[src/rtl/cpu_datamem_arbiter.sv]
// cpu_datamem_arbiter: shares the single-port CPU data memory between the CPU
// load/store unit (single 4-byte accesses) and the accelerator (64-byte reads,
// 1..8 word write bursts). The arbiter owns every memory control signal.
// Optional build macro DATAMEM_ARB_PERF_EN adds saturating per-requester
// grant counters (cpu_grant_cnt, acc_grant_cnt).
module cpu_datamem_arbiter #(
  parameter int unsigned STARVE_LIMIT = 4
) (
  input  logic         clk,
  input  logic         rst,
  input  logic         cpu_req,
  input  logic         cpu_we,
  input  logic [15:0]  cpu_addr,
  input  logic [31:0]  cpu_wdata,
  output logic         cpu_ack,
  output logic [31:0]  cpu_rdata,
  input  logic         acc_req,
  input  logic         acc_we,
  input  logic [15:0]  acc_addr,
  input  logic [3:0]   acc_wlen,
  input  logic [31:0]  acc_wdata,
  output logic         acc_wnext,
  output logic         acc_ack,
  output logic         acc_err,
  output logic [511:0] acc_rdata,
  output logic [15:0]  mem_addr,
  output logic [31:0]  mem_wrt_data,
  output logic         mem_wrt_en,
  input  logic [511:0] mem_rd_data
`ifdef DATAMEM_ARB_PERF_EN
  ,
  output logic [15:0]  cpu_grant_cnt,
  output logic [15:0]  acc_grant_cnt
`endif
);

  localparam int unsigned SW = 4;
  localparam logic [SW-1:0] STARVE_MAX = SW'(STARVE_LIMIT);
  localparam logic [3:0]    MAX_WLEN   = 4'd8;

  typedef enum logic [2:0] {
    S_IDLE, S_CPU_ACC, S_ACC_RD, S_ACC_WR, S_ACK
  } state_e;

  state_e         state_q, state_d;
  logic           owner_acc_q;
  logic           we_q;
  logic           err_q;
  logic [15:0]    addr_q;
  logic [31:0]    wdata_q;
  logic [3:0]     wlen_q;
  logic [3:0]     idx_q;
  logic [SW-1:0]  starve_q;
  logic [31:0]    cpu_rdata_q;
  logic [511:0]   acc_rdata_q;

  logic           acc_wins, cpu_wins, acc_bad, last_word;
  logic [16:0]    burst_end;

  // Arbitration and burst pre-check, evaluated against the live request inputs.
  always_comb begin
    acc_wins  = acc_req && (!cpu_req || (starve_q == STARVE_MAX));
    cpu_wins  = cpu_req && !acc_wins;
    burst_end = 17'(acc_addr) + 17'({acc_wlen - 4'd1, 2'b00});
    acc_bad   = acc_we && ((acc_wlen == 4'd0) || (acc_wlen > MAX_WLEN) ||
                           (burst_end > 17'h0FFFC));
    last_word = ((idx_q + 4'd1) == wlen_q);
  end

  // State register.
  always_ff @(posedge clk) begin
    if (rst) state_q <= S_IDLE;
    else     state_q <= state_d;
  end

  // Next-state logic.
  always_comb begin
    state_d = state_q;
    case (state_q)
      S_IDLE: begin
        if (cpu_wins)      state_d = S_CPU_ACC;
        else if (acc_wins) begin
          if (!acc_we)     state_d = S_ACC_RD;
          else if (acc_bad) state_d = S_ACK;
          else             state_d = S_ACC_WR;
        end
      end
      S_CPU_ACC: state_d = S_ACK;
      S_ACC_RD:  state_d = S_ACK;
      S_ACC_WR:  if (last_word) state_d = S_ACK;
      S_ACK:     state_d = S_IDLE;
      default:   state_d = S_IDLE;
    endcase
  end

  // Output decode from the registered state and latched request.
  always_comb begin
    mem_addr     = 16'h0;
    mem_wrt_data = 32'h0;
    mem_wrt_en   = 1'b0;
    acc_wnext    = 1'b0;
    cpu_ack      = 1'b0;
    acc_ack      = 1'b0;
    acc_err      = 1'b0;
    case (state_q)
      S_CPU_ACC: begin
        mem_addr     = addr_q;
        mem_wrt_en   = we_q;
        mem_wrt_data = we_q ? wdata_q : 32'h0;
      end
      S_ACC_RD: mem_addr = addr_q;
      S_ACC_WR: begin
        // Word 0 was latched at grant; later words follow the acc_wnext handshake.
        mem_addr     = addr_q + 16'({idx_q, 2'b00});
        mem_wrt_en   = 1'b1;
        mem_wrt_data = (idx_q == 4'd0) ? wdata_q : acc_wdata;
        acc_wnext    = 1'b1;
      end
      S_ACK: begin
        cpu_ack = !owner_acc_q;
        acc_ack = owner_acc_q;
        acc_err = owner_acc_q && err_q;
      end
      default: ;
    endcase
  end

  assign cpu_rdata = cpu_rdata_q;
  assign acc_rdata = acc_rdata_q;

  // Request latch, burst index, starve counter and read-data capture.
  always_ff @(posedge clk) begin
    if (rst) begin
      owner_acc_q <= 1'b0;
      we_q        <= 1'b0;
      err_q       <= 1'b0;
      addr_q      <= 16'h0;
      wdata_q     <= 32'h0;
      wlen_q      <= 4'h0;
      idx_q       <= 4'h0;
      starve_q    <= '0;
      cpu_rdata_q <= 32'h0;
      acc_rdata_q <= 512'h0;
    end else begin
      case (state_q)
        S_IDLE: begin
          idx_q <= 4'h0;
          if (cpu_wins) begin
            owner_acc_q <= 1'b0;
            we_q        <= cpu_we;
            addr_q      <= cpu_addr;
            wdata_q     <= cpu_wdata;
            wlen_q      <= 4'h0;
            err_q       <= 1'b0;
          end else if (acc_wins) begin
            owner_acc_q <= 1'b1;
            we_q        <= acc_we;
            addr_q      <= acc_addr;
            wdata_q     <= acc_wdata;
            wlen_q      <= acc_wlen;
            err_q       <= acc_bad;
          end
          if (!acc_req || acc_wins)                 starve_q <= '0;
          else if (cpu_wins && starve_q != STARVE_MAX) starve_q <= starve_q + SW'(1);
        end
        S_CPU_ACC: if (!we_q) cpu_rdata_q <= mem_rd_data[31:0];
        S_ACC_RD:  acc_rdata_q <= mem_rd_data;
        S_ACC_WR:  idx_q <= idx_q + 4'd1;
        default: ;
      endcase
    end
  end

`ifdef DATAMEM_ARB_PERF_EN
  logic [15:0] cpu_cnt_q, acc_cnt_q;

  // Saturating grant counters; a rejected burst still counts as a grant.
  always_ff @(posedge clk) begin
    if (rst) begin
      cpu_cnt_q <= 16'h0;
      acc_cnt_q <= 16'h0;
    end else if (state_q == S_IDLE) begin
      if (cpu_wins && cpu_cnt_q != 16'hFFFF) cpu_cnt_q <= cpu_cnt_q + 16'd1;
      if (acc_wins && acc_cnt_q != 16'hFFFF) acc_cnt_q <= acc_cnt_q + 16'd1;
    end
  end

  assign cpu_grant_cnt = cpu_cnt_q;
  assign acc_grant_cnt = acc_cnt_q;
`endif

endmodule

[config.mk]
export PLATFORM = sky130hd
export DESIGN_NAME = cpu_datamem_arbiter
export DESIGN_NICKNAME = d
export VERILOG_FILES = /design/src/rtl/cpu_datamem_arbiter.sv
export SDC_FILE = /design/constraint.sdc
export NUM_CORES = 1
export LEC_CHECK = 0
export ABC_AREA = 1
export CORE_AREA = 4 4 477 479
export CTS_BUF_LIST = sky130_fd_sc_hd__clkbuf_4 sky130_fd_sc_hd__clkbuf_8 sky130_fd_sc_hd__clkbuf_16
export CTS_CLUSTER_SIZE = 14
export DETAILED_ROUTE_END_ITERATION = 8
export DIE_AREA = 0 0 481 483
export GPL_ROUTABILITY_DRIVEN = 1
export GPL_TIMING_DRIVEN = 1
export PLACE_DENSITY = 0.35
export SLEW_MARGIN = 20
export SYNTH_ARGS = -nofsm -noshare
export SYNTH_HDL_FRONTEND = slang
export SYNTH_SLANG_ARGS = --single-unit
[constraint.sdc]
create_clock -name clk -period 8.45 [get_ports clk]
set_clock_uncertainty 0.05 [all_clocks]
set_input_delay 2.535 -clock clk [delete_from_list [all_inputs] [get_ports clk]]
set_output_delay 2.535 -clock clk [all_outputs]
set_load 0.01 [all_outputs]
==> run summary, run 1 <==
Outcome - finished clean
Fmax - 0.147 GHz
Initial DRC count - 1263
Core area - 0.224 mm^2
Pre-CTS WS - 1.63 ns
Bufs on Longest Clock Path - 3
Die area - 0.232 mm^2
Peak supply drop - 120 uV
Count of pins over their slew limit - 0
CTS Buf Count - 88
H-tree depth - 3
Die Y - 483 um
GRT Util Overall - 0.134
Synth Area per Inst - 7.45 um^2
Type of the worst setup path - input port to primary output
Worst path required time - 5.87 ns
Worst-Margin Slew - 1.12 ns
Port bufs - 1214
Post-Syn Area - 0.0232 mm^2
Die width - 481 um
CTS sink count - 610
Filler cell count - 25221
Crit path cell chain - clkdlybuf4s50_1 > nand3_1 > o21ai_0 > clkdlybuf4s50_1
Final setup viols - 0
CTS Root Cell - clkbuf_16
Final HPWL DP - 126 mm
Post-synth EDFFs - 0
Setup repair after global routing missed its margin - false
Cts hold-fix bufs - 0
TritonCTS clock tree - done
GRT Residual Overflow - 0
Top-Level Pins - 1215
Slowest cell on the critical path - clkdlybuf4s50_1
Buffer count from post-CTS setup fixing - 0
Cell area power density - 216 mW/mm^2
Clock slew at reported path FFs - 0.06 ns
Final worst slack - 1.63 ns
Register area share after synthesis - 0.527
Final Wtd Congestion - 0.881
Crit-path max FO - 2
DRT Pass-1 Iters - 5
Clk Latency, worst-skew pair - 0.71 ns
Synth warn - 0
# DRC - 0
Type of origin of the critical path - input port
Crit path DAT - 4.23 ns
Routed Antenna Nets - 0
Largest net degree at the start of global routing - 156
Class of the worst hold path - register to register
Routed Wire Length - 163 mm
Vias per Instance - 3.50
Final Critical Period - 6.82 ns
Post-CTS Resized - 0
CP max stage delay - 0.80 ns
# nets final - 4861
Final Hold Violating Endpoints - 0
Seq cells post-synth - 610
Cell mode on critical path - clkdlybuf4s50_1
Mapped Nets - 3747
Initial Util - 0.104
Initial antenna violation count - 98
Netlist cell types - 39
Routed wire per std cell - 22.3 um
Vias in the first global route - 25860
CP endpoint kind - primary output
Global-route wire length before repair - 220 mm
P_leak - 16.4 nW
Placement Rows - 174
Most used flip-flop cell after synthesis - dfxtp_1
Slew headroom - 0.253
MaxCap Viol Count - 0
Async S/R FF share, synth - 0
TNS Setup - 0 ns
Syn-to-layout area delta - 79.5%
Vias post-DR - 25565
Share of cells above drive strength 1 - 0.0526
Period utilization - 0.807
Synthesized instance count - 3112
[routing by layer]
metal	track usage	vias to the layer above	routed length [um]
met5	0	-	352
met4	0.0309	54	3390
met3	0.0607	246	17800
met2	0.223	1059	74700
met1	0.158	11909	66700
li1	-	12297	-
[cell usage in the layout, fill, tap and decap left out, types with 57 or more instances in the layout]
master,synthesis,final
dfxtp_1,610,610
o211ai_1,57,57
clkbuf_16,0,88
clkdlybuf4s50_1,0,1214
o21ai_0,484,484
inv_1,124,123
nand2_1,188,188
nand3_1,98,98
o21ai_1,103,103
nor2_1,1122,1120
[cell type report]
| cell class | count | area (um^2) | area share |
|---|---|---|---|
| multi-input combinational | 2144 | 9550 | 0.230 |
| clock buffer | 127 | 2630 | 0.0632 |
| antenna | 14 | 35.0 | 0.000843 |
| timing repair buffer | 1242 | 12400 | 0.299 |
| inverter | 140 | 541 | 0.0130 |
| tap | 2992 | 3740 | 0.0900 |
| clock inverter | 35 | 458 | 0.0110 |
| sequential | 610 | 12200 | 0.294 |
[flip-flops by register name (all words and copies together), names as in the netlist]
name and flops:
acc_rdata 512, addr_q 16, cpu_rdata 32, err_q 1
idx_q 4, owner_acc_q 1, starve_q 4, state_q 3
wdata_q 32, we_q 1, wlen_q 4
[critical path: cells and delay by family]
family / cells / cell delay [ns]
AOI/OAI and AO/OA: 1 / 0.28
buffers and inverters: 2 / 1.32
and+or+nand+nor: 1 / 0.09
[metrics by stage]
step	hold slack [ns]	cells	utilization	total power, mW	area (um^2)
2_1_floorplan	0.407	3112	-	3.95	23200
3_5_place_dp	0.430	7128	0.172	5.13	38500
4_1_cts	0.439	7290	0.186	9.24	41500
3_3_place_gp	0.428	7128	0.172	5.13	38500
5_1_grt	0.468	7292	0.186	9.45	41500
6_report	0.440	7304	0.186	8.97	41600
[synthesized netlist by cell type (3+ instances only)]
cell type,number,share of area
nand4_1,5,0.0014
a21oi_1,19,0.0041
nand3b_1,3,0.00097
o211ai_1,57,0.018
clkbuf_1,154,0.025
inv_2,16,0.0026
xnor2_1,3,0.0011
dfxtp_1,610,0.53
nor2_1,1122,0.18
nand2_1,188,0.030
o31ai_1,3,0.00097
o21ai_1,103,0.022
nor3_1,3,0.00065
or2_2,3,0.00081
inv_1,124,0.020
ha_1,15,0.0081
buf_4,6,0.0019
o22ai_1,7,0.0019
xor2_1,8,0.0030
nand3_1,98,0.021
buf_2,55,0.012
o21ai_0,484,0.10
nor2_2,4,0.0011
[cell families after synthesis]
group                      after synthesis  share of synthesized area
xor gates and xnor gates                11                    0.00416
AOI/OAI and AO/OA                      681                      0.155
DFF                                    610                      0.527
buffers and inverters                  358                     0.0623
adders and majority gates               17                    0.00983
and+or+nand+nor                       1435                      0.242
[where the power goes]
part	switching, mW	internal (mW)	total [mW]
clock network	1.61	2.34	3.95
logic	0.914	0.808	1.72
registers	0.156	3.14	3.30
total	2.68	6.29	8.97
[path summary, 6_finish.rpt]
path / slack [ns] / from / end / cells past startpoint
hold / removal: 0.44 / wlen_q[0]$_SDFFE_PP0P_ / wlen_q[0]$_SDFFE_PP0P_ / 2
setup / recovery: 1.63 / acc_wdata[5] / mem_wrt_data[5] / 4
setup reg to reg: 3.35 / state_q[2]$_SDFFE_PP0P_ / acc_rdata[125]$_SDFFE_PP0P_ / 9
hold reg to reg: 0.44 / wlen_q[0]$_SDFFE_PP0P_ / wlen_q[0]$_SDFFE_PP0P_ / 2
Note: power is estimated with default switching activity, not from simulation.
==> inputs of run 2 (changes only) <==
==> constraint.sdc (replaced) <==
create_clock -name clk -period 5.8 [get_ports clk]
set_clock_uncertainty 0.05 [all_clocks]
set_input_delay 1.74 -clock clk [delete_from_list [all_inputs] [get_ports clk]]
set_output_delay 1.74 -clock clk [all_outputs]
set_load 0.01 [all_outputs]
==> run 2 against run 1 <==
  * Clock-buffer cell count shrank 3
  * Cell count about the same
  * Hold slack better by 0.0056 ns
  * First-iteration DRC count down 0.48%
==> run summary, run 2 (synthesized netlist as in run 1, its figures left out) <==
Top-Level Pins - 1215
Busiest grt layer - met2
GR Layer Usage met2 - 0.220
Hold path depth - 2
Setup repair after global routing missed its margin - false
Port bufs - 1214
Worst path bufs/invs - 3
Slew headroom - 0.283
Initial Util - 0.104
Path depth of the worst reg2reg path - 8
Slowest cell on the critical path - clkdlybuf4s50_1
Pre-CTS WS - 0.551 ns
GR Util met1 - 0.156
Reg2reg end - acc_rdata[263]$_SDFFE_PP0P_
Routed wire per std cell - 22.2 um
CTS sink count - 610
Crit path DAT - 3.56 ns
Class of the worst hold path - register to register
Cell area power density - 310 mW/mm^2
Cell mode on critical path - inv_1
Final Critical Period - 5.35 ns
Clock slew at reported path FFs - 0.06 ns
# nets final - 4870
Syn-to-layout area delta - 79.7%
Filler cell count - 25207
CP endpoint kind - primary output
Type of the worst setup path - register to primary output
Final setup viols - 0
Buffer count from post-CTS setup fixing - 0
Register-to-register setup slack - 2.75 ns
Type of origin of the critical path - register
Vias post-DR - 25373
Initial antenna violation count - 84
Global-route wire length before repair - 218 mm
Routed Wire Length - 162 mm
CP max stage delay - 0.60 ns
Crit-path max FO - 7
Placement Rows - 174
Period utilization - 0.923
MaxCap Viol Count - 0
Critical R2R Launch - state_q[2]$_SDFFE_PP0P_
Max reg flops - 512
Initial DRC count - 1257
Most common cell after layout, fill and taps aside - clkdlybuf4s50_1
Worst path required time - 4.01 ns
TNS Setup - 0 ns
# DRC - 0
Post-CTS Resized - 0
Routed Antenna Nets - 0
Worst-Margin Slew - 1.08 ns
Core area - 0.224 mm^2
Peak supply drop - 244 uV
Outcome - finished clean
Cts hold-fix bufs - 0
GRT Residual Overflow - 0
Count of pins over their slew limit - 0
Bufs on Longest Clock Path - 3
P_leak - 16.4 nW
Vias per Instance - 3.47
GRT Util Overall - 0.133
Hold endpoint - acc_rdata[187]$_SDFFE_PP0P_
Delay-heaviest family, CP - buffers and inverters
Worst setup path startpoint - idx_q[0]$_SDFFE_PP0P_
Largest net degree at the start of global routing - 156
M3 GR Usage - 0.0590
Hold Path Origin - acc_rdata[187]$_SDFFE_PP0P_
Die area - 0.232 mm^2
Final HPWL DP - 127 mm
H-tree depth - 3
DRT Pass-1 Iters - 4
Die width - 481 um
CTS Buf Count - 85
Final worst slack - 0.448 ns
Final Hold Violating Endpoints - 0
Die Y - 483 um
Final Wtd Congestion - 0.880
Most frequent cells in the layout - clkdlybuf4s50_1 (1214), nor2_1 (1120), dfxtp_1 (610), o21ai_0 (484), nand2_1 (188)
Vias in the first global route - 25613
CTS Root Cell - clkbuf_16
Share of cells above drive strength 1 - 0.0530
TritonCTS clock tree - done
Crit path cell chain - ha_1 > inv_1 > fa_1 > o21ai_1 > nand2_1 > nor3_2 > nand3_1 > inv_1 > a21oi_1 > o31ai_1 > clkdlybuf4s50_1
Clk Latency, worst-skew pair - 0.70 ns
Fmax - 0.187 GHz
-- run 2: changes by cell type in the layout (fill, tap and decap cells not counted), sizes merged --
cell and change:
clkinvlp -7, bufinv +1, inv -1, diode +5, clkbuf -3, buf +12
-- run 2: where the power goes --
part	switching, mW	internal (mW)	leakage (nW)
registers	0.222	4.58	4.97
logic	1.35	1.20	9.97
clock network	2.25	3.31	1.47
-- run 2: worst max path at each step --
stage	endpoint	slack (ns)	cells past startpoint
after floorplan	mem_addr[12]	1.96	10
after global placement	mem_wrt_data[5]	0.58	4
after detailed placement	mem_wrt_data[5]	0.55	4
after CTS	mem_addr[12]	0.33	11
after global routing	mem_addr[12]	0.15	11
final	mem_addr[12]	0.45	11
-- run 2: area by class of cell --
| cell class | instances | area, um^2 | share of cell area |
|---|---|---|---|
| inverter | 140 | 541 | 0.0130 |
| clock buffer | 124 | 2530 | 0.0607 |
| timing repair buffer | 1254 | 12600 | 0.303 |
| tap | 2992 | 3740 | 0.0899 |
| sequential | 610 | 12200 | 0.293 |
| antenna | 19 | 47.5 | 0.00114 |
| clock inverter | 28 | 409 | 0.00983 |
| multi-input combinational | 2144 | 9550 | 0.229 |
-- run 2: through the flow --
step                      instance area, um^2  cells  hold WS (ns)  power [mW]   util
after floorplan                         23200   3112         0.407        5.76      -
after global placement                  38600   7139         0.428        7.49  0.173
after detailed placement                38600   7139         0.434        7.48  0.173
after CTS                               41600   7291         0.452        13.3  0.186
after global routing                    41600   7297         0.464        13.6  0.186
final                                   41600   7311         0.446        12.9  0.186
-- run 2: routing by layer --
metal  routed length (um)  vias to the layer above
met1                66600                    11720
met2                74100                     1065
met3                16800                      232
met4                 4350                       38
met5                  250                        -
li1                     -                    12318
-- run 2: worst min-delay path, stage by stage (launching register included) --
cell and delay (ns):
dfxtp_1 0.32, o21ai_1 0.07, nor2_1 0.07
==> inputs of run 3 (changes only) <==
--- a/config.mk
+++ b/config.mk
@@ -6,14 +6,16 @@
 export NUM_CORES = 1
 export LEC_CHECK = 0
 export ABC_AREA = 1
-export CORE_AREA = 4 4 477 479
+export CELL_PAD_IN_SITES_DETAIL_PLACEMENT = 1
+export CELL_PAD_IN_SITES_GLOBAL_PLACEMENT = 1
+export CORE_AREA = 4 4 475 477
 export CTS_BUF_LIST = sky130_fd_sc_hd__clkbuf_4 sky130_fd_sc_hd__clkbuf_8 sky130_fd_sc_hd__clkbuf_16
 export CTS_CLUSTER_SIZE = 14
 export DETAILED_ROUTE_END_ITERATION = 8
-export DIE_AREA = 0 0 481 483
+export DIE_AREA = 0 0 479 481
 export GPL_ROUTABILITY_DRIVEN = 1
 export GPL_TIMING_DRIVEN = 1
-export PLACE_DENSITY = 0.35
+export PLACE_DENSITY = 0.45
 export SLEW_MARGIN = 20
 export SYNTH_ARGS = -nofsm -noshare
 export SYNTH_HDL_FRONTEND = slang
==> run 3 against run 2 <==
  * Sequential power is essentially flat
  * Combinational power is essentially flat
  * Cell count shrank 0.38%
  * Flip-flop and latch count is the same
  * Hold slack lost 0.016 ns
  * Maximum frequency shrank 0.33%
==> run summary, run 3 (synthesized netlist as in run 1, its figures left out) <==
# DRC - 0
Filler cell count - 26253
Tot Pwr - 13.1 mW
GRT Util Overall - 0.137
Routed Antenna Nets - 0
Setup repair after global routing missed its margin - false
Clock slew at reported path FFs - 0.05 ns
Worst path required time - 4.01 ns
CP endpoint kind - primary output
CP max stage delay - 0.61 ns
Final HPWL DP - 129 mm
Most common cell after layout, fill and taps aside - clkdlybuf4s50_1
Port bufs - 1214
Die Y - 481 um
Crit path cell chain - ha_1 > inv_1 > fa_1 > o21ai_1 > nand2_1 > nor3_2 > nand3_1 > inv_1 > a21oi_1 > o21ai_0 > clkdlybuf4s50_1
Cell mode on critical path - inv_1
Share of cells above drive strength 1 - 0.0515
CTS Buf Count - 87
Critical R2R Launch - state_q[2]$_SDFFE_PP0P_
Vias per Instance - 3.56
Initial Util - 0.105
# nets final - 4863
Cts hold-fix bufs - 0
Type of origin of the critical path - register
Final setup viols - 0
GRT Residual Overflow - 0
Final Wtd Congestion - 0.882
Crit-path max FO - 7
Worst setup path startpoint - idx_q[0]$_SDFFE_PP0P_
Class of the worst hold path - register to register
Worst-Margin Slew - 1.12 ns
Path depth of the worst reg2reg path - 8
Period utilization - 0.926
Routed Wire Length - 166 mm
Vias post-DR - 25955
Crit path capture - mem_addr[14]
Placement Rows - 173
Post-Layout Cell Count - 7283
Reg2reg end - acc_rdata[284]$_SDFFE_PP0P_
Busiest grt layer - met2
Initial DRC count - 1080
Reg area - 0.0122 mm^2
CTS sink count - 610
Routed wire per std cell - 22.8 um
Top-Level Pins - 1215
GR Layer Usage met2 - 0.231
Fmax - 0.186 GHz
Type of the worst setup path - register to primary output
Vias in the first global route - 26899
Initial antenna violation count - 75
Outcome - finished clean
Bufs on Longest Clock Path - 3
GR Util met1 - 0.158
Hold Slack - 0.430 ns
Die area - 0.230 mm^2
Slowest cell on the critical path - clkdlybuf4s50_1
Final Hold Violating Endpoints - 0
Slew headroom - 0.252
Clk Latency, worst-skew pair - 0.69 ns
Layout Utilization - 0.188
Register-to-register setup slack - 2.51 ns
Crit path DAT - 3.58 ns
Final Critical Period - 5.37 ns
P_leak - 16.4 nW
Largest net degree at the start of global routing - 111
Core area - 0.221 mm^2
Max reg flops - 512
Cell area power density - 315 mW/mm^2
Post-CTS Resized - 0
H-tree depth - 3
Syn-to-layout area delta - 79.5%
DRT Pass-1 Iters - 4
Global-route wire length before repair - 225 mm
TritonCTS clock tree - done
Buffer count from post-CTS setup fixing - 0
Peak supply drop - 196 uV
CTS Root Cell - clkbuf_16
Count of pins over their slew limit - 0
MaxCap Viol Count - 0
Multi-input combinational cell area - 0.00956 mm^2
M3 GR Usage - 0.0621
Most frequent cells in the layout - clkdlybuf4s50_1 (1214), nor2_1 (1120), dfxtp_1 (610), o21ai_0 (484), nand2_1 (188)
Post-Place Cells - 7114
TNS Setup - 0 ns
Die width - 479 um
-- run 3: changes by cell type in the layout (fill, tap and decap cells not counted), sizes merged --
cell,previous run,this run
buf,40,31
clkinvlp,2,1
clkinv,18,16
diode,19,15
clkbuf,124,129
-- run 3: worst min-delay path by stage --
| stage | start | end | slack, ns | cells after the start |
|---|---|---|---|---|
| floorplan | wlen_q[0]$_SDFFE_PP0P_ | wlen_q[0]$_SDFFE_PP0P_ | 0.41 | 2 |
| detailed placement | wlen_q[3]$_SDFFE_PP0P_ | wlen_q[3]$_SDFFE_PP0P_ | 0.42 | 2 |
| global placement | wlen_q[3]$_SDFFE_PP0P_ | wlen_q[3]$_SDFFE_PP0P_ | 0.42 | 2 |
| CTS | wlen_q[3]$_SDFFE_PP0P_ | wlen_q[3]$_SDFFE_PP0P_ | 0.43 | 2 |
| global route | wdata_q[7]$_SDFFE_PP0P_ | wdata_q[7]$_SDFFE_PP0P_ | 0.47 | 2 |
| finish | wlen_q[3]$_SDFFE_PP0P_ | wlen_q[3]$_SDFFE_PP0P_ | 0.43 | 2 |
-- run 3: metal layers --
layer / routed length [um] / up-vias
met4: 4600 / 32
met1: 67000 / 12400
met3: 16400 / 260
met5: 208 / -
li1: - / 12271
met2: 77500 / 992
-- run 3: cell type report --
cell class | count | share of cell area
diodes | 15 | 0.000903
clock buffers | 129 | 0.0635
clock inverters | 25 | 0.0105
inverters | 140 | 0.0130
multi-input cells | 2144 | 0.230
flip-flops and latches | 610 | 0.294
well taps | 2975 | 0.0895
repair buffers | 1245 | 0.299
-- run 3: report_power, final --
part | switching, mW | internal [mW] | total [mW]
Clock | 2.31 | 3.44 | 5.75
Combinational | 1.35 | 1.18 | 2.53
Sequential | 0.228 | 4.58 | 4.81
Total | 3.88 | 9.20 | 13.1
-- run 3: metrics by stage --
step / cell area [um^2] / setup slack [ns]
floorplan: 23200 / 1.96
global placement: 38500 / 0.578
detailed placement: 38500 / 0.563
CTS: 41500 / 0.268
global route: 41600 / 0.104
finish: 41600 / 0.430
-- run 3: worst max-delay path, delay by kind of cell, from the launching register on --
family	cells	cell delay, ns
AO/OA/AOI/OAI	3	0.51
adder cells (fa/ha/maj)	2	0.63
buffers and inverters	3	0.80
flip-flops	1	0.46
AND/OR/NAND/NOR	3	0.49
